--- src/rtl/arith_pkg.sv ---
// Shared definitions for the iterative root units: FSM state encoding and width helpers.
package arith_pkg;

    typedef enum logic [2:0] {
        IDLE,
        SHIFT,
        MUL,
        CMP,
        DONE
    } cbrt_state_t;

    // Cube-root iteration count, which is also the result width.
    function automatic int cbrt_iters(input int width);
        return (width + 2) / 3;
    endfunction

endpackage

--- src/rtl/cube_root_seq_mul_shift_add.sv ---
// Fixed-latency shift-add multiplier: p = a*b after exactly N steps following load.
module mul_shift_add
    import arith_pkg::*;
#(
    parameter int N = 3
) (
    input  logic           clk_i,
    input  logic           rst_ni,
    input  logic           load,
    input  logic [N-1:0]   a,
    input  logic [N-1:0]   b,
    output logic           busy,
    output logic [2*N:0]   p
);

    localparam int PW = 2 * N + 1;
    localparam int KW = $clog2(N + 1);

    logic [PW-1:0] r_a;
    logic [PW-1:0] r_p;
    logic [N-1:0]  r_b;
    logic [KW-1:0] r_cnt;
    logic          r_busy;

    // No early exit on b==0: the caller relies on a constant N-cycle schedule.
    always_ff @(posedge clk_i or negedge rst_ni) begin
        if (!rst_ni) begin
            r_a    <= '0;
            r_p    <= '0;
            r_b    <= '0;
            r_cnt  <= '0;
            r_busy <= 1'b0;
        end else if (load) begin
            r_a    <= PW'(a);
            r_b    <= b;
            r_p    <= '0;
            r_cnt  <= '0;
            r_busy <= 1'b1;
        end else if (r_busy) begin
            if (r_b[0]) begin
                r_p <= r_p + r_a;
            end
            r_a   <= r_a << 1;
            r_b   <= r_b >> 1;
            r_cnt <= r_cnt + KW'(1);
            if (r_cnt == KW'(N - 1)) begin
                r_busy <= 1'b0;
            end
        end
    end

    assign busy = r_busy;
    assign p    = r_p;

endmodule

--- src/rtl/cube_root_seq.sv ---
// Sequential integer cube root y = floor(cbrt(x)); define CBRT_REM_EN to add rem_bo = x - y^3.
// States: IDLE wait start | SHIFT y<<=1, load mul | MUL N-cycle y'(y'+1) | CMP trial subtract | DONE publish
module cube_root_seq
    import arith_pkg::*;
#(
    parameter  int WIDTH = 8,
    localparam int N     = cbrt_iters(WIDTH)
) (
    input  logic             clk_i,
    input  logic             rst_ni,
    input  logic             start_i,
    input  logic [WIDTH-1:0] x_bi,
    output logic             busy_o,
    output logic             done_o,
`ifdef CBRT_REM_EN
    output logic [WIDTH-1:0] rem_bo,
`endif
    output logic [N-1:0]     y_bo
);

    localparam int S0 = 3 * (N - 1);
    localparam int PW = 2 * N + 1;
    localparam int CW = WIDTH + 2 * N + 3;
    localparam int SW = 6;
    localparam int KW = $clog2(N + 1);

    cbrt_state_t      r_state;
    logic [WIDTH-1:0] r_x;
    logic [N-1:0]     r_y;
    logic [SW-1:0]    r_s;
    logic [KW-1:0]    r_cnt;
    logic             r_busy;
    logic             r_done;
    logic [N-1:0]     r_y_out;
`ifdef CBRT_REM_EN
    logic [WIDTH-1:0] r_rem;
`endif

    logic [N-1:0]  w_y_sh;
    logic          w_load;
    logic          w_mul_busy;
    logic [PW-1:0] w_p;
    logic [CW-1:0] w_b;
    logic [CW-1:0] w_x_ext;

    assign w_y_sh  = r_y << 1;
    assign w_load  = (r_state == SHIFT);
    // (3p+1) << s, wide enough that neither the sum nor the shift truncates
    assign w_b     = (CW'(w_p) + (CW'(w_p) << 1) + CW'(1)) << r_s;
    assign w_x_ext = CW'(r_x);

    mul_shift_add #(.N(N)) u_mul (
        .clk_i  (clk_i),
        .rst_ni (rst_ni),
        .load   (w_load),
        .a      (w_y_sh),
        .b      (w_y_sh + N'(1)),
        .busy   (w_mul_busy),
        .p      (w_p)
    );

    always_ff @(posedge clk_i or negedge rst_ni) begin
        if (!rst_ni) begin
            r_state <= IDLE;
            r_x     <= '0;
            r_y     <= '0;
            r_s     <= '0;
            r_cnt   <= '0;
            r_busy  <= 1'b0;
            r_done  <= 1'b0;
            r_y_out <= '0;
`ifdef CBRT_REM_EN
            r_rem   <= '0;
`endif
        end else begin
            r_busy <= (r_state != IDLE);
            r_done <= 1'b0;
            case (r_state)
                IDLE: begin
                    if (start_i) begin
                        r_x     <= x_bi;
                        r_y     <= '0;
                        r_s     <= SW'(S0);
                        r_state <= SHIFT;
                    end
                end
                SHIFT: begin
                    r_y     <= w_y_sh;
                    r_cnt   <= '0;
                    r_state <= MUL;
                end
                MUL: begin
                    r_cnt <= r_cnt + KW'(1);
                    if (r_cnt == KW'(N - 1) || !w_mul_busy) begin
                        r_state <= CMP;
                    end
                end
                CMP: begin
                    if (w_x_ext >= w_b) begin
                        r_x <= r_x - w_b[WIDTH-1:0];
                        r_y <= r_y + N'(1);
                    end
                    if (r_s == '0) begin
                        r_state <= DONE;
                    end else begin
                        r_s     <= r_s - SW'(3);
                        r_state <= SHIFT;
                    end
                end
                DONE: begin
                    r_done  <= 1'b1;
                    r_y_out <= r_y;
`ifdef CBRT_REM_EN
                    r_rem   <= r_x;
`endif
                    r_state <= IDLE;
                end
                default: r_state <= IDLE;
            endcase
        end
    end

    assign busy_o = r_busy;
    assign done_o = r_done;
    assign y_bo   = r_y_out;
`ifdef CBRT_REM_EN
    assign rem_bo = r_rem;
`endif

endmodule

--- config.mk ---
export PLATFORM = sky130hd
export DESIGN_NAME = cube_root_seq
export DESIGN_NICKNAME = d
export VERILOG_FILES = /design/src/rtl/arith_pkg.sv /design/src/rtl/cube_root_seq_mul_shift_add.sv /design/src/rtl/cube_root_seq.sv
export SDC_FILE = /design/constraint.sdc
export NUM_CORES = 1
export LEC_CHECK = 0
export ABC_AREA = 1
export BUFFER_PORTS_ARGS = -buffer_cell sky130_fd_sc_hd__buf_2
export CELL_PAD_IN_SITES_DETAIL_PLACEMENT = 1
export CELL_PAD_IN_SITES_GLOBAL_PLACEMENT = 1
export CORE_ASPECT_RATIO = 0.8
export CORE_MARGIN = 8
export CORE_UTILIZATION = 40
export DETAILED_ROUTE_END_ITERATION = 7
export HOLD_SLACK_MARGIN = 0.12
export PLACE_DENSITY_LB_ADDON = 0.05
export SLEW_MARGIN = 20
export SYNTH_ARGS = -nofsm -noshare
export SYNTH_HDL_FRONTEND = slang
export SYNTH_SLANG_ARGS = --single-unit
--- constraint.sdc ---
create_clock -name clk_i -period 3.81 [get_ports clk_i]
set_input_delay 0.1905 -clock clk_i [delete_from_list [all_inputs] [get_ports clk_i]]
set_output_delay 0.1905 -clock clk_i [all_outputs]
set_load 0.005 [all_outputs]
======== Word level (Yosys, flattened, before mapping) ========
Cells that the tools add are included.
operators by class
  muxes and demuxes ....................... 27
  add/sub/neg operators ................... 9
  div/mod/pow operators ................... 0
  $mul .................................... 0
  shifts and indexed selects .............. 1
  bitwise logic cells ..................... 0
  reductions and logical operators ........ 15
  equal/unequal tests ..................... 10
  magnitude comparators ................... 1
operator list
  operator                                                                number
  7-bit two-way mux                                                       5
  3-bit two-way mux                                                       7
  8-bit by 17-bit >= comparator with 1-bit output                         1
  10-bit by 6-bit left shift with 17-bit output                           1
  8-bit two-way mux                                                       2
  8-bit case mux with 2 select lines                                      1
  6-bit two-way mux                                                       2
  3-bit case mux with 4 select lines                                      1
  6-bit case mux with 2 select lines                                      1
  9-bit by 1-bit adder with 10-bit output (second input constant)         1
  7-bit by 8-bit adder with 9-bit output                                  1
  3-bit case mux with 3 select lines                                      1
  3-bit AND reduction                                                     3
  2-bit inequality test (second input constant)                           4
  2-bit nonzero test                                                      4
  8-bit subtractor                                                        1
  7-bit adder                                                             1
  3-bit by 1-bit adder with 3-bit output (second input constant)          2
  3-bit by 2-bit equality test with 1-bit output (second input constant)  2
  6-bit zero test                                                         1
  3-bit nonzero test                                                      2
  6-bit by 2-bit subtractor with 6-bit output (second input constant)     1
  2-bit by 1-bit adder with 2-bit output (second input constant)          2
  2-bit equality test (second input constant)                             2
  9 further kinds                                                         14
storage, ports and cells
  latch bits .............................. 0
  bits in writable memories ............... 0
  memories kept ........................... 0
  bits in registers ....................... 47
  logic and storage cells ................. 76
  memory bits (read-only) ................. 0
  input port bits ......................... 11

======== Logic depth before layout (Yosys ltp) ========
Gate-level depths: netlist of run 1.
  word-level depth ........................ 6
  depth in mapped cells ................... 25

======== Hierarchy ========
Synthesis of run 1 repeated with hierarchy kept, for this count alone.
second synthesis, totals
  cells, all modules ...................... 524
  area, all modules ....................... 3748.6 um2
by module, submodules not included
  module         instances  cells each  area each (um2)
  cube_root_seq  1          393         2670.1
  mul_shift_add  1          131         1078.5

======== Least setup slack after synthesis of run 1 ========
Ideal clock, no wire load.
  kind .................................... reg-to-reg
  start ................................... register u_mul.r_p[1] (netlist: u_mul.p[1])
  end ..................................... register r_x[1]
  arrival time ............................ 3.133 ns
  buffers on the path ..................... 0
  cell stages (with the launch flop) ...... 26
  slack ................................... 0.560 ns
  path through ............................ dfrtp_1 > inv_1 > fa_1 > inv_1 > nand2_1 > nand2_1 > nand3_2 > nand3_1 > nand3_1 > nand3_1 > o21ai_0 > or2_2 > ha_1 > inv_1 > nor3_1 > nand2_1 > o311ai_1 > nand2_1 > nand2_1 > nand2_1 > nor2_1 > nand2_2 > nand2_4 > nand2_2 > nand2_1 > nand2_1
between the ends
  cells in the longest elaborated chain, start to end .. 6
RTL lines
  item                                                                                        RTL line                                   source
  start: declaration                                                                          cube_root_seq_mul_shift_add.sv:20          logic [PW-1:0] r_p;
  start signal: assignment                                                                    cube_root_seq_mul_shift_add.sv:41          r_p <= r_p + r_a;
  7-bit by 8-bit adder with 9-bit output *                                                    cube_root_seq.sv:49                        assign w_b = (CW'(w_p) + (CW'(w_p) << 1) + CW'(1)) << r_s;
  9-bit by 1-bit adder with 10-bit output *                                                   cube_root_seq.sv:49
  10-bit by 6-bit left shift with 17-bit output *                                             cube_root_seq.sv:49
  8-bit by 17-bit >= comparator with 1-bit output / 8-bit subtractor (equally long branches)  cube_root_seq.sv:99, cube_root_seq.sv:100
  2-bit inequality test (no line) / 8-bit two-way mux (equally long branches)                 n/a
  3-bit AND reduction (no line) / 8-bit case mux with 2 select lines (equally long branches)  n/a
  end signal: assignment                                                                      cube_root_seq.sv:81                        r_x <= x_bi;
  end signal: assignment                                                                      cube_root_seq.sv:100                       r_x <= r_x - w_b[WIDTH-1:0];
  end: declaration                                                                            cube_root_seq.sv:28                        logic [WIDTH-1:0] r_x;
Mark *: on every way between the ends. The rest lies on a longest branch, timed or not. The select of a mux whose other input is x is not followed.
A chain may end at the register's enable or synchronous reset.

======== Worst setup path after layout of run 1 ========
  start ................................... register u_mul.r_p[2] (netlist: u_mul.p[2])
  end ..................................... register r_x[1]
Same word-level chain as after synthesis.

==> results of run 1 <==
-- through the flow --
stage | instances | area [µm²] | hold WS, ns | util (%) | TNS (ns)
5_1_grt | 611 | 3790 | 0.232 | 45.5 | -0.668
2_1_floorplan | 479 | 3370 | -0.105 | - | 0
3_3_place_gp | 598 | 3560 | 0.444 | 42.7 | 0
4_1_cts | 608 | 3690 | 0.209 | 44.3 | 0
3_5_place_dp | 598 | 3560 | 0.448 | 42.7 | 0
6_report | 611 | 3790 | 0.225 | 45.5 | 0
-- worst max-delay path: cells and delay by family, from the launching register on --
family                     cells  cell delay, ns
buffers and inverters          1            0.10
adders and majority gates      2            0.87
DFF                            1            0.41
AOI/OAI and AO/OA              2            0.43
and+or+nand+nor               15            1.66
-- worst paths after layout --
kind / slack, ns / end / depth (start not counted) / start
setup / recovery: 0.24 / r_x[1] / 20 / u_mul.p[2]
setup reg to reg: 0.24 / r_x[1] / 20 / u_mul.p[2]
hold / removal: 0.23 / r_state[0] / 3 / start_i
min in group asynchronous: 0.44 / r_cnt[0] / 2 / rst_ni
hold reg to reg: 0.49 / y_bo[0] / 2 / y_bo[0]
max in group asynchronous: 2.96 / r_s[5] / 2 / rst_ni
-- kinds of logic after synthesis --
family | synth area share (%)
and+or+nand+nor | 33.8
buffers and inverters | 8.82
AOI/OAI and AO/OA | 10.6
DFF | 33.4
adders and majority gates | 10.7
xor gates and xnor gates | 2.60
other | 0.111
-- cell type report --
type                       instances  area (µm²)  share of cell area, %
multi-input combinational        360        2030                   53.5
sequential                        45        1130                   29.7
inverter                          63         236                   6.24
timing repair buffer              23         140                   3.70
tap                              112         140                   3.70
clock buffer                       5        68.8                   1.82
clock inverter                     3        48.8                   1.29
-- metal layers --
layer / part of all wire [%] / global-route usage [%]
met2: 45 / 27.3
met4: 0.81 / 3.69
met3: 2.7 / 2.60
met1: 52 / 22.7
met5: 0 / 0
-- placed cells by master, fill, tap and decap left out, types with 2 or more instances in the layout --
cell and instances:
o21ai_1 2, nand2_2 3, inv_2 3, ha_1 21, o211ai_1 3, xnor2_1 2, xor2_1 8, buf_2 14
dfrtp_1 45, clkbuf_8 5, nand3_2 7, a21oi_1 19, o22ai_1 3, nand4_1 2, nor2_1 36, nand2_1 130
nand3_1 69, or2_4 2, nand2_4 2, nor2_2 2, o21ai_0 23, inv_1 57, ha_4 2, a31oi_1 5
fa_1 2, clkinv_1 3, buf_4 8, nor3_1 2
-- Yosys cell counts --
cell	number	share of area [%]
buf_2	6	0.89
a21oi_1	19	2.8
clkbuf_1	4	0.44
a21oi_2	1	0.26
nand3_2	6	1.8
a32o_1	1	0.30
fa_1	3	1.8
clkinv_1	3	0.33
nor2_4	1	0.33
a21o_1	1	0.22
nand3_1	70	10
nor3_1	3	0.44
buf_6	1	0.33
xor2_1	8	2.1
nor2_1	37	4.1
o21ai_0	23	3.4
nand2_4	1	0.33
or2_4	1	0.26
clkbuf_2	1	0.15
xnor2_1	2	0.52
a31oi_1	5	0.93
nand2_1	130	14
o31ai_1	1	0.22
inv_2	2	0.22
or2_2	1	0.19
nor2_2	1	0.19
or2_1	1	0.19
inv_1	58	6.5
ha_1	24	8.9
conb_1	1	0.11
nand4_1	2	0.37
o22ai_1	3	0.56
o311ai_1	1	0.26
o211ai_1	3	0.67
o21ai_1	2	0.30
nand2_2	4	0.74
a211oi_1	1	0.22
dfrtp_1	45	33
o21a_1	1	0.22
o32ai_1	1	0.26
-- what timing repair did --
item | in CTS | in global routing
endpoints found under the hold margin | 45 | 0
gates cloned | 0 | 1
setup endpoints to repair | 8 | 11
buffers inserted | 1 | 2
gates resized for setup | 0 | 12
pin swaps | 0 | 3
hold buffers | 1 | 0
-- power breakdown --
part	switching [µW]	internal, µW
Combinational	1480	811
Sequential	189	651
Clock	197	200
Total	1870	1660
-- sequential cells by signal, summed over array words and instances, names as in the netlist --
signal	cells
r_y	3
r_state	3
done_o	1
r_cnt	2
u_mul.busy	1
u_mul.r_a	6
r_x	8
busy_o	1
u_mul.r_b	3
r_s	6
u_mul.r_cnt	2
u_mul.p	6
y_bo	3
==> out/results.ini, run 1 <==
[status]
status = complete, no violations

[run]
maxCapViolations = 0

[placed_design]
place_ws_ns = 0.0473
dp_hpwl_um = 7080
gp_congestion = 0.928
numPortBuffers = 15

[setup_path]
cpPeakStageDelay_ns = 0.45
slowest_stage = fa_2
crit_top_cell = nand2_1
endpoint_kind = flop
cp_max_fo = 8
crit_type = flop to flop
path_cells = inv_2 -> fa_2 -> o21ai_0 -> nand2_1 -> nand3_1 -> nand3_1 -> ha_1 -> nand2_1 -> nor3_2 -> nand2_1 -> o311ai_2 -> nand2_1 -> nand2_1 -> nand2_1 -> nor2_2 -> nand2_2 -> nand2_8 -> nand2_4 -> nand2_1 -> nand2_1
worstPathArrival_ns = 3.78
cp-start-kind = flop
required_ns = 4.02

[timing]
slew_headroom_pct = 53.3
finClkSkew_ns = 0.00916
worstMarginPinSlew_ns = 0.699
final-hold-violation-count = 0
fmaxAchievable_mhz = 280
setup_slack_ns = 0.243
slew_violations = 0
layout_worst_path_cycle_share_pct = 93.6
setup_viol = 0
min_period_ns = 3.57

[global_route]
grt_overflow = 0
track_usage_pct = 16.7
antenna_found_initial = 0
grt_max_degree = 46
grt_pass1_wl_um = 16200
grt_pass1_vias = 3386

[detailed_routing]
routed_via_density = 5.23
routedWlPerCell_um = 15.3
drt-total-wl_um = 9350
first_iter_violations = 120
vias = 3194
firstDrtPassIters = 4
remaining_drc_errors = 0
antenna_left = 0

[synthesis]
avgSynthCellArea_um2 = 7.04
synth_cell_types = 40
netlist_area_um2 = 3370
syn_nets = 517
seq_area_frac_synth_pct = 33.4
synth_seq_cells = 45
synth_cells = 479
ys_warn_count = 0

[cts]
clk_pin_slew_worst_paths_ns = 0.10
root_buffer = clkbuf_8
cts_tree = yes
clock_sinks = 45
htreeDepth = 2
cts.path.max_buffers = 2
numCtsBuffers = 5
insertion_delay_ns = 0.31

[floorplan]
die_y_um = 98.2
die_area_um2 = 11600
io_pins = 16
core-area_um2 = 8330
initial_core_util_pct = 40.5
die_w_um = 119
rows = 30

[pwr]
power.leakage_uw = 0.00197
cellPowerDensity_nw_per_um2 = 932
irDropWorstVdd_mv = 0.324
total_power_uw = 3530

[cells_and_area]
nNetsFinal = 536
n_fill_cell = 1117
area_growth_pct = 12.3
antenna_cells = 0
drive_gt1_share_pct = 11.6

[hold_path]
hold_class = input pin to flop

No activity file was read; power rests on OpenSTA's default activity.
==> run 2: changes to the inputs <==
- GPL_TIMING_DRIVEN: not set -> 0
- clock period: 3.81 -> 3.45 ns (I/O delays scaled with it)
==> out/results.ini, run 2 (synthesis gave the netlist of run 1 again) <==
[cells_and_area]
area_growth_pct = 21.2
multi_input_area_um2 = 2160  ; +6.3%
antenna_cells = 0  ; unchanged
final_common_cell = nand2_1
register_area_um2 = 1130  ; unchanged
regMostFlops = r_x
final_cell_mix = nand2_1 (120), nand3_1 (58), inv_1 (54)
final_cells = 630  ; +3.1%
drive_gt1_share_pct = 20.1  ; +8.5 points
n_fill_cell = 1074  ; -3.8%
largest_reg_flops = 8  ; unchanged
nNetsFinal = 555  ; +3.5%

[floorplan]
die_area_um2 = 11600  ; unchanged
die_y_um = 98.2  ; unchanged
die_w_um = 119  ; unchanged
core-area_um2 = 8330  ; unchanged
initial_core_util_pct = 40.5  ; unchanged
io_pins = 16  ; unchanged
rows = 30  ; unchanged

[setup_path]
r2r_end = r_x[6]
crit_top_cell = nand2_2
crit_end = r_x[6]
cp-start-kind = flop
cp_max_fo = 5  ; -3
endpoint_kind = flop
cpPeakStageDelay_ns = 0.41  ; -0.04 ns
crit_type = flop to flop
slowest_stage = dfrtp_1
required_ns = 3.71  ; -0.31 ns
timing.rr.start = u_mul.p[2]
worstPathArrival_ns = 3.70  ; -0.08 ns
critPathLaunch = u_mul.p[2]
r2r_slack_ns = 0.002  ; -0.24 ns
r2r_cells = 25  ; +25%

[detailed_routing]
first_iter_violations = 129  ; +7.5%
antenna_left = 0  ; unchanged
routedWlPerCell_um = 15.2  ; -0.67%
routed_via_density = 5.12  ; -2.0%
remaining_drc_errors = 0  ; unchanged
vias = 3228  ; +1.1%
firstDrtPassIters = 4  ; unchanged
drt-total-wl_um = 9570  ; +2.4%

[timing]
slew_headroom_pct = 60.4  ; +7.0 points
worstMarginPinSlew_ns = 0.595  ; -0.105 ns
fmaxAchievable_mhz = 290  ; +3.4%
setup_viol = 0  ; unchanged
setup_slack_ns = 0.00162  ; -0.241 ns
slew_violations = 0  ; unchanged
min_period_ns = 3.45  ; -0.119 ns
rsz0062_at_grt = true
finClkSkew_ns = 0.00948  ; +0.000327 ns
final-hold-violation-count = 0  ; unchanged
hold_ws_ns = 0.197  ; -0.0285 ns
layout_worst_path_cycle_share_pct = 100  ; +6.3 points

[placed_design]
place_ws_ns = -0.427  ; -0.474 ns
placed_cells = 606  ; +1.3%
gp_congestion = 0.881  ; -5.1%
numPortBuffers = 15  ; unchanged
dp_hpwl_um = 6940  ; -2.1%

[status]
status = complete, no violations

[cts]
htreeDepth = 2  ; unchanged
cts_tree = yes
clk_pin_slew_worst_paths_ns = 0.10  ; about the same
clock_sinks = 45  ; unchanged
cts.path.max_buffers = 2  ; unchanged
root_buffer = clkbuf_8
insertion_delay_ns = 0.31  ; about the same
numCtsBuffers = 5  ; unchanged

[global_route]
use_met3_pct = 2.65  ; +0.058 points
grt_pass1_vias = 3448  ; +1.8%
antenna_found_initial = 0  ; unchanged
top_usage_layer = met2
track_usage_pct = 17.0  ; +0.29 points
grt_pass1_wl_um = 16500  ; +1.7%
grt_overflow = 0  ; unchanged
grtUsageMet1_pct = 23.4  ; +0.66 points
grt_max_degree = 46  ; unchanged
met2_usage_pct = 27.4  ; +0.087 points

[run]
maxCapViolations = 0  ; unchanged

[pwr]
total_power_uw = 4370  ; +24%
irDropWorstVdd_mv = 0.453  ; +40%
cellPowerDensity_nw_per_um2 = 1070  ; +15%
power.leakage_uw = 0.00208  ; +5.8%

[hold_path]
hold_class = input pin to flop

[run 2: changes by cell type in the layout (fill, tap and decap cells not counted), sizes merged]
cell / delta
buf: +15
clkbuf: +5
nand2: -1
[run 2: per-stage QoR]
stage / utilization, % / setup TNS [ns] / cell area [µm²]
2_1_floorplan: - / 0 / 3370
3_3_place_gp: 43.1 / -3.54 / 3590
3_5_place_dp: 43.1 / -4.37 / 3590
4_1_cts: 47.1 / 0 / 3930
5_1_grt: 49.1 / -1.88 / 4090
6_report: 49.1 / 0 / 4090
[run 2: how the worst min path moves through the flow]
stage / from / to / slack [ns] / cells after the start
2_1_floorplan: rst_ni / busy_o / -0.12 / 0
3_3_place_gp: rst_ni / r_cnt[0] / 0.42 / 1
3_5_place_dp: rst_ni / r_cnt[0] / 0.43 / 1
4_1_cts: x_bi[1] / r_x[1] / 0.20 / 5
5_1_grt: start_i / r_state[0] / 0.23 / 3
6_report: x_bi[0] / r_x[0] / 0.20 / 5
[run 2: cell type report]
| type | instances | share of cell area (%) |
|---|---|---|
| plain buffers | 12 | 1.59 |
| clock buffers | 5 | 1.68 |
| clock inverters | 3 | 1.19 |
| inverters | 63 | 5.84 |
| multi-input cells | 359 | 52.7 |
| flip-flops and latches | 45 | 27.5 |
| well taps | 112 | 3.43 |
| repair buffers | 31 | 6.00 |
[run 2: what timing repair did]
action | in CTS | in global routing
resized for setup | 20 | 29
gates cloned | 1 | 0
hold buffers | 1 | 0
buffers inserted | 8 | 6
endpoints found under the setup margin | 11 | 11
endpoints found under the hold margin | 45 | 0
pin swaps | 7 | 17
[run 2: report_power, final]
part	switching, µW	leakage (µW)	internal (µW)
sequential	160	0.000584	719
clock	215	0.0000563	221
combinational	1820	0.00144	1240
total	2200	0.00208	2180
[run 2: metal layers]
metal,share of wire (%),wire length (µm)
met1,51,4910
met5,0,0
met2,45,4320
met3,2.4,232
met4,1.2,116
[run 2: critical path: cells and delay by family, from the launching register on]
family / cells / cell delay [ns]
AOI/OAI and AO/OA: 2 / 0.16
and+or+nand+nor: 17 / 1.80
buffers and inverters: 4 / 0.44
adders and majority gates: 2 / 0.58
DFF: 1 / 0.41
==> run 3: changes to the inputs <==
- CORE_UTILIZATION: 40 -> 45
- CTS_CLUSTER_DIAMETER: not set -> 150
==> out/results.ini, run 3 (synthesis gave the netlist of run 1 again) <==
[status]
status = complete, no violations

[setup_path]
cp_num_buf_inv = 2  ; -2
critPathLaunch = u_mul.p[3]
crit_top_cell = nand2_1
cpPeakStageDelay_ns = 0.47  ; +0.06 ns
r2r_cells = 20  ; -20%
cp_max_fo = 6  ; +1
required_ns = 3.70  ; about the same
path_cells = ha_2 -> a21oi_1 -> nand3_1 -> nand3_2 -> nand3_2 -> nand3_2 -> o21ai_2 -> or2_4 -> ha_4 -> inv_4 -> o311ai_2 -> nand2_1 -> nand2_1 -> nand2_1 -> nor2_2 -> nand2_2 -> nand2_4 -> clkbuf_16 -> nand3_1 -> nand2_1
cp-start-kind = flop
r2r_slack_ns = 0.14  ; +0.14 ns
crit_type = flop to flop
timing.rr.start = u_mul.p[3]
critPathTopFamily = simple AND/OR/NAND/NOR gates
r2r_end = r_x[3]
endpoint_kind = flop
worstPathArrival_ns = 3.56  ; -0.14 ns
slowest_stage = dfrtp_2

[cts]
cts_tree = yes
clock_sinks = 45  ; unchanged
htreeDepth = 2  ; unchanged
root_buffer = clkbuf_8
clk_pin_slew_worst_paths_ns = 0.10  ; about the same
numCtsBuffers = 5  ; unchanged
cts.path.max_buffers = 2  ; unchanged
insertion_delay_ns = 0.31  ; about the same

[cells_and_area]
final_common_cell = nand2_1
largest_reg_flops = 8  ; unchanged
area_growth_pct = 18.4
n_fill_cell = 936  ; -13%
final_cell_mix = nand2_1 (122), nand3_1 (56), inv_1 (54)
final_area_um2 = 3990  ; -2.3%
drive_gt1_share_pct = 19.6  ; -0.51 points
regMostFlops = r_x
antenna_cells = 0  ; unchanged
nNetsFinal = 548  ; -1.3%

[global_route]
grt_pass1_vias = 3362  ; -2.5%
track_usage_pct = 18.4  ; +1.4 points
grt_pass1_wl_um = 16000  ; -2.9%
grt_max_degree = 46  ; unchanged
grt_overflow = 0  ; unchanged
antenna_found_initial = 0  ; unchanged

[floorplan]
initial_core_util_pct = 46.1  ; +5.6 points
io_pins = 16  ; unchanged
die_area_um2 = 10500  ; -9.5%
rows = 28  ; -6.7%
die_w_um = 113  ; -4.9%
core-area_um2 = 7320  ; -12%
die_y_um = 93.5  ; -4.8%

[timing]
slew_headroom_pct = 58.7  ; -1.7 points
fmaxAchievable_mhz = 302  ; +4.1%
worstMarginPinSlew_ns = 0.618  ; +0.0232 ns
setup_slack_ns = 0.138  ; +0.136 ns
hold_ws_ns = 0.202  ; +0.00501 ns
finClkSkew_ns = 0.00809  ; -0.00140 ns
final-hold-violation-count = 0  ; unchanged
layout_worst_path_cycle_share_pct = 96.0  ; -4.0 points
setup_viol = 0  ; unchanged
min_period_ns = 3.31  ; -0.136 ns
slew_violations = 0  ; unchanged

[detailed_routing]
routedWlPerCell_um = 16.1  ; +5.8%
drt-total-wl_um = 9660  ; +0.90%
vias = 3217  ; -0.34%
remaining_drc_errors = 0  ; unchanged
routed_via_density = 5.35  ; +4.5%
firstDrtPassIters = 4  ; unchanged
antenna_left = 0  ; unchanged
first_iter_violations = 171  ; +33%

[hold_path]
hold_end = r_state[0]
hold_depth = 3  ; -2
min-delay-start = start_i
hold_class = input pin to flop

[placed_design]
gp_congestion = 0.838  ; -4.9%
dp_hpwl_um = 7130  ; +2.8%
place_ws_ns = -0.324  ; +0.104 ns
numPortBuffers = 15  ; unchanged
dpl_cell_area_um2 = 3560  ; -0.77%

[pwr]
switching_share_pct = 51.8  ; +1.5 points
power_frac_seq_pct = 21.3  ; +1.2 points
cellPowerDensity_nw_per_um2 = 1050  ; -2.0%
internal-power_uw = 2020  ; -7.3%
irDropWorstVdd_mv = 0.395  ; -13%
total_power_uw = 4190  ; -4.3%
clkPwrFrac_pct = 10.4  ; +0.4 points
p_switching_uw = 2170  ; -1.4%
power.leakage_uw = 0.00205  ; -1.8%
combPwrFrac_pct = 68.2  ; -1.7 points

[run]
maxCapViolations = 0  ; unchanged

-- run 3: cell count changes in the layout (fill, tap and decap cells not counted), sizes merged --
cell	before	now
buf	37	29
inv	61	62
clkinvlp	1	0
clkbuf	10	11
-- run 3: power groups by stage --
stage	combinational, µW	sequential [µW]	clock (µW)
floorplan	1830	837	0
global placement	2300	874	0
detailed placement	2390	886	0
CTS	2490	873	442
global route	3210	915	464
finish	2860	892	437
-- run 3: worst min-delay path, delay by kind of cell --
kind            cells  cell delay, ns
compound gates      2            0.21
buf+inv             1            0.09
-- run 3: per-stage QoR --
stage / setup TNS (ns) / instances / utilization (%)
2_1_floorplan: 0 / 479 / -
6_report: 0 / 601 / 54.5
5_1_grt: -0.776 / 601 / 54.5
3_5_place_dp: -3.27 / 584 / 48.7
3_3_place_gp: -2.64 / 584 / 48.7
4_1_cts: 0 / 596 / 51.0
-- run 3: layout make-up --
type / instances / area [µm²] / area share (%)
inverter: 63 / 239 / 5.98
timing repair buffer: 24 / 169 / 4.23
multi-input combinational: 359 / 2160 / 54.2
clock buffer: 5 / 68.8 / 1.72
tap: 90 / 113 / 2.82
sequential: 45 / 1130 / 28.2
buffer: 12 / 65.1 / 1.63
clock inverter: 3 / 47.5 / 1.19
-- run 3: timing repair --
action / in CTS / in global routing
endpoints found under the hold margin: 45 / 0
hold buffers: 1 / 0
setup endpoints to repair: 11 / 11
setup buffers: 3 / 4
cloned: 0 / 1
gates resized for setup: 7 / 46
pin swaps: 1 / 17
-- run 3: how the worst max path moves through the flow --
| stage | to | cells after the start |
|---|---|---|
| 2_1_floorplan | r_x[1] | 25 |
| 3_3_place_gp | r_x[0] | 23 |
| 3_5_place_dp | r_x[3] | 25 |
| 4_1_cts | r_x[3] | 24 |
| 5_1_grt | r_x[3] | 22 |
| 6_report | r_x[3] | 20 |
-- run 3: per-layer routing --
metal / share of wire (%) / GRT usage, % / up-vias / wire length, µm
met3: 2.7 / 3.41 / 6 / 259
met5: 0 / 0 / - / 0
li1: - / - / 1625 / -
met2: 46 / 30.3 / 39 / 4430
met4: 0.50 / 3.81 / 0 / 48
met1: 51 / 24.7 / 1547 / 4910
